`src/rtl/id_inst_queue_pkg.sv`:
```
// id_inst_queue_pkg: default geometry of the IF-to-ID instruction queue
package id_inst_queue_pkg;
   localparam int IQ_DEPTH    = 4;
   localparam int IF_TO_ID_WD = 65;
   localparam int IQ_INST_W   = 32;
   localparam int IQ_ENTRY_W  = IF_TO_ID_WD - 1;
   localparam int IQ_PC_W     = IQ_ENTRY_W - IQ_INST_W;
endpackage

```
`src/rtl/id_inst_queue.sv`:
```
// id_inst_queue: circular FIFO of fetched {pc, inst} pairs feeding the decode stage
module id_inst_queue
   import id_inst_queue_pkg::*;
#(
   parameter int DEPTH  = IQ_DEPTH,
   parameter int PC_W   = IQ_PC_W,
   parameter int INST_W = IQ_INST_W
) (
   input  logic                       clk,
   input  logic                       rst,
   input  logic                       flush,
   input  logic                       in_valid,
   input  logic [PC_W-1:0]            in_pc,
   input  logic [INST_W-1:0]          in_inst,
   output logic                       in_ready,
   output logic                       out_valid,
   output logic [PC_W-1:0]            out_pc,
   output logic [INST_W-1:0]          out_inst,
   input  logic                       out_ready,
   output logic [$clog2(DEPTH+1)-1:0] count
);
   localparam int AW = $clog2(DEPTH);
   localparam int CW = $clog2(DEPTH+1);
   logic [PC_W+INST_W-1:0] mem [DEPTH];
   logic [PC_W+INST_W-1:0] head;
   logic [AW-1:0]          rd_ptr, wr_ptr;
   logic                   push, pop;
   assign in_ready  = count != CW'(DEPTH);
   assign out_valid = count != '0;
   assign push      = in_valid & in_ready & ~flush;
   assign pop       = out_valid & out_ready & ~flush;
   assign head      = mem[rd_ptr];
   assign out_pc    = out_valid ? head[PC_W+INST_W-1:INST_W] : '0;
   assign out_inst  = out_valid ? head[INST_W-1:0] : '0;
   always_ff @(posedge clk) begin
      if (rst || flush) begin
         rd_ptr <= '0;
         wr_ptr <= '0;
         count  <= '0;
      end else begin
         rd_ptr <= pop ? rd_ptr + AW'(1) : rd_ptr;
         wr_ptr <= push ? wr_ptr + AW'(1) : wr_ptr;
         count  <= count + CW'(push) - CW'(pop);
      end
   end
   // storage carries no reset; out_* are masked while empty
   always_ff @(posedge clk) begin
      if (push && !rst) mem[wr_ptr] <= {in_pc, in_inst};
   end
endmodule

```
`config.mk`:
```
export PLATFORM = sky130hd
export DESIGN_NAME = id_inst_queue
export DESIGN_NICKNAME = d
export VERILOG_FILES = /design/src/rtl/id_inst_queue_pkg.sv /design/src/rtl/id_inst_queue.sv
export SDC_FILE = /design/constraint.sdc
export NUM_CORES = 1
export LEC_CHECK = 0
export ABC_AREA = 1
export BUFFER_PORTS_ARGS = -buffer_cell sky130_fd_sc_hd__buf_2
export CORE_ASPECT_RATIO = 0.9
export CORE_MARGIN = 4
export CORE_UTILIZATION = 52
export CTS_CLUSTER_DIAMETER = 60
export DETAILED_ROUTE_END_ITERATION = 16
export HOLD_SLACK_MARGIN = 0.05
export PLACE_DENSITY_LB_ADDON = 0.1
export SETUP_SLACK_MARGIN = 0.1
export SKIP_CTS_REPAIR_TIMING = 1
export SYNTH_ARGS = -nofsm -noshare
export SYNTH_HDL_FRONTEND = slang
export SYNTH_SLANG_ARGS = --single-unit
```
`constraint.sdc`:
```
create_clock -name clk -period 3.9 [get_ports clk]
set_input_delay 0.195 -clock clk [delete_from_list [all_inputs] [get_ports clk]]
set_output_delay 0.195 -clock clk [all_outputs]
set_load 0.1 [all_outputs]
```
==> results.txt <==
Outcome -> finished, final reports clean
CP Class -> reg2out
Most frequent cells in the layout -> nor2_1, edfxtp_1, buf_2
All-layer global routing usage -> 19.6%
HPWL after detailed placement -> 12.5 mm
First-pass GRT wire length -> 34.6 mm
Fin crit share -> 69.5%
Syn_area_per_cell -> 12.6 sq um
Netlist cell types -> 18
Synth warnings -> 0
Mapped Nets -> 902
RSZ-0062 raised after global routing -> false
Maximum VDD drop -> 0.395 mV
Worst R2R Start -> count[1]$_SDFF_PP0_
Switching Fraction -> 22.8%
Pwr/cell area -> 459 mW/mm^2
Largest fanout on the critical path -> 38
Power share of the combinational group -> 8.1%
Pre-CTS WS -> 1650 ps
Worst-path clk slew -> 60 ps
Final setup fails -> 0
Syn Std Cell Area -> 0.0104 sq mm
Min-delay worst type -> in2reg
Final ANT Viol Nets -> 0
Largest net degree at the start of global routing -> 129
Initial Util -> 53.7%
Area growth syn-to-layout -> 22.4%
Vias/cell -> 5.31
Final Wtd Congestion -> 0.796
Req. time, crit path -> 3700 ps
H-tree depth -> 1
Initial antenna violation count -> 1
Setup slack after layout -> 1190 ps
Largest delay share family, worst path -> buffers and inverters
Most common cell after layout, fill and taps aside -> nor2_1
Multi-input logic area -> 0.00220 sq mm
Wire length per cell after detailed routing -> 17.6 um
Final worst clock skew -> 12.2 ps
Sequential power share -> 54.0%
Slew @ Worst Pin -> 853 ps
Slew HR -> 43.1%
Initial drt markers -> 474
HP Start -> in_valid
Signal arrival time at the worst endpoint -> 2510 ps
DRT Pass-1 Iters -> 5
CTS tree -> built
Worst stage delay on the critical path -> 580 ps
Die area -> 0.0224 sq mm
FF/Latch Area -> 0.00787 sq mm
Number of global-route vias before repair -> 6623
CTS Buf Count -> 27
WL final -> 22.8 mm
Slowest CP cell -> inv_2
Ports -> 138
Die height -> 142 um
Longest Clk Path Bufs -> 3
CTS sink count -> 265
Clock latency on the worst-skew pair -> 520 ps
Die W -> 157 um
Seq cells post-synth -> 265
Max-slew violation count -> 0
Post-layout nets -> 1101
Post-Syn Instances -> 826
Leak -> 4.69 nW
Critical Path, Cell by Cell -> inv_2, buf_4, nor2_1, o21ai_0, a21oi_1, buf_2
Final worst path period need -> 2710 ps
Clock power share -> 37.9%
Total negative slack -> 0 ps
Fmax -> 369 MHz
Final core occ -> 65.7%
Root Driver -> clkbuf_16
CP Launch Type -> flip-flop
P_sw -> 0.00133 W
Hold Fails Final Rpt -> 0
Core Footprint -> 0.0194 sq mm
Core Rows -> 48
Critical Path Sink Type -> output pin
Via count -> 6861
Seq/Total Area, Yosys -> 75.6%
Fillers -> 1413
Share of post-route cells with drive strength above 1 -> 18.4%
CP bufs+invs -> 3
Max Cap Violations -> 0
Total gr overflow -> 0
Drt drc -> 0
I/O Buffers -> 137
Pint -> 0.00451 W
metal layers:
layer	wire length, um	GRT usage [%]
met5	0	0
met2	11400	32.9
met1	9490	26.5
met3	1480	4.10
met4	386	5.21
final timing paths:
path                                                to  slack [ps]  cells past startpoint
worst min-delay path            wr_ptr[0]$_SDFFE_PP0P_          60                      5
worst max register to register    mem[1][15]$_DFFE_PP_        1630                      6
worst max-delay path                      out_inst[10]        1190                      6
worst min register to register  wr_ptr[0]$_SDFFE_PP0P_         520                      2
flip-flops by register name, indices dropped and copies added (netlist names), named ones only:
signal,flops
rd_ptr,2
count,3
mem,256
wr_ptr,2
worst reg2reg max path, stage by stage (launching register included):
cell and delay, ps:
dfxtp_2 380, nor2_1 80, nand2_1 120, nand2_1 120, or2_2 400, nor2_4 400
buf_12 360
metrics by stage:
step / std cells / instance area, sq um / hold WS [ps] / power, W
final: 1292 / 12700 / 61.2 / 0.00585
after global placement: 1179 / 11300 / 406 / 0.00363
after global routing: 1292 / 12700 / 83.6 / 0.00605
after floorplan: 826 / 10400 / 294 / 0.00352
after CTS: 1224 / 12100 / -129 / 0.00584
after detailed placement: 1179 / 11300 / 412 / 0.00363
power by group through the flow:
stage	combinational [W]	sequential, W	clock, W
floorplan	0.000293	0.00322	0
global placement	0.000413	0.00321	0
detailed placement	0.000419	0.00321	0
CTS	0.000420	0.00315	0.00227
global route	0.000502	0.00315	0.00240
finish	0.000474	0.00315	0.00222
kinds of logic (layout without fill, tap and decap cells):
kind of cell	after synthesis	after routing	share of synthesized area, %
AO/OA/AOI/OAI	195	195	9.37
adder cells (fa/ha/maj)	7	7	0.913
buffers and inverters	67	282	3.56
flip-flops	265	265	75.6
other	0	1	0
AND/OR/NAND/NOR	292	292	10.6
Yosys cell counts:
cell type    n  area [sq um]
o21ai_0    118           591
inv_1       17          63.8
nand2_1     16          60.1
buf_4        5          37.5
fa_1         1          20.0
or2_2        1          6.26
inv_2        3          11.3
dfxtp_1      9           180
ha_1         6          75.1
a21oi_1     67           335
clkbuf_1    14          52.6
o21ai_1     10          50.1
buf_6       11           124
nor2_1     271          1020
nand3_1      4          20.0
buf_2       14          70.1
buf_1        3          11.3
edfxtp_1   256          7690
layout make-up:
type	count	area share, %
Clock inverter	13	0.422
Multi-Input combinational cell	494	17.3
Tap cell	250	2.45
Inverter	20	0.599
Sequential cell	265	61.8
Timing Repair Buffer	217	12.0
Antenna cell	1	0.0196
Clock buffer	32	5.45
Note: power is estimated with default switching activity, not from simulation.
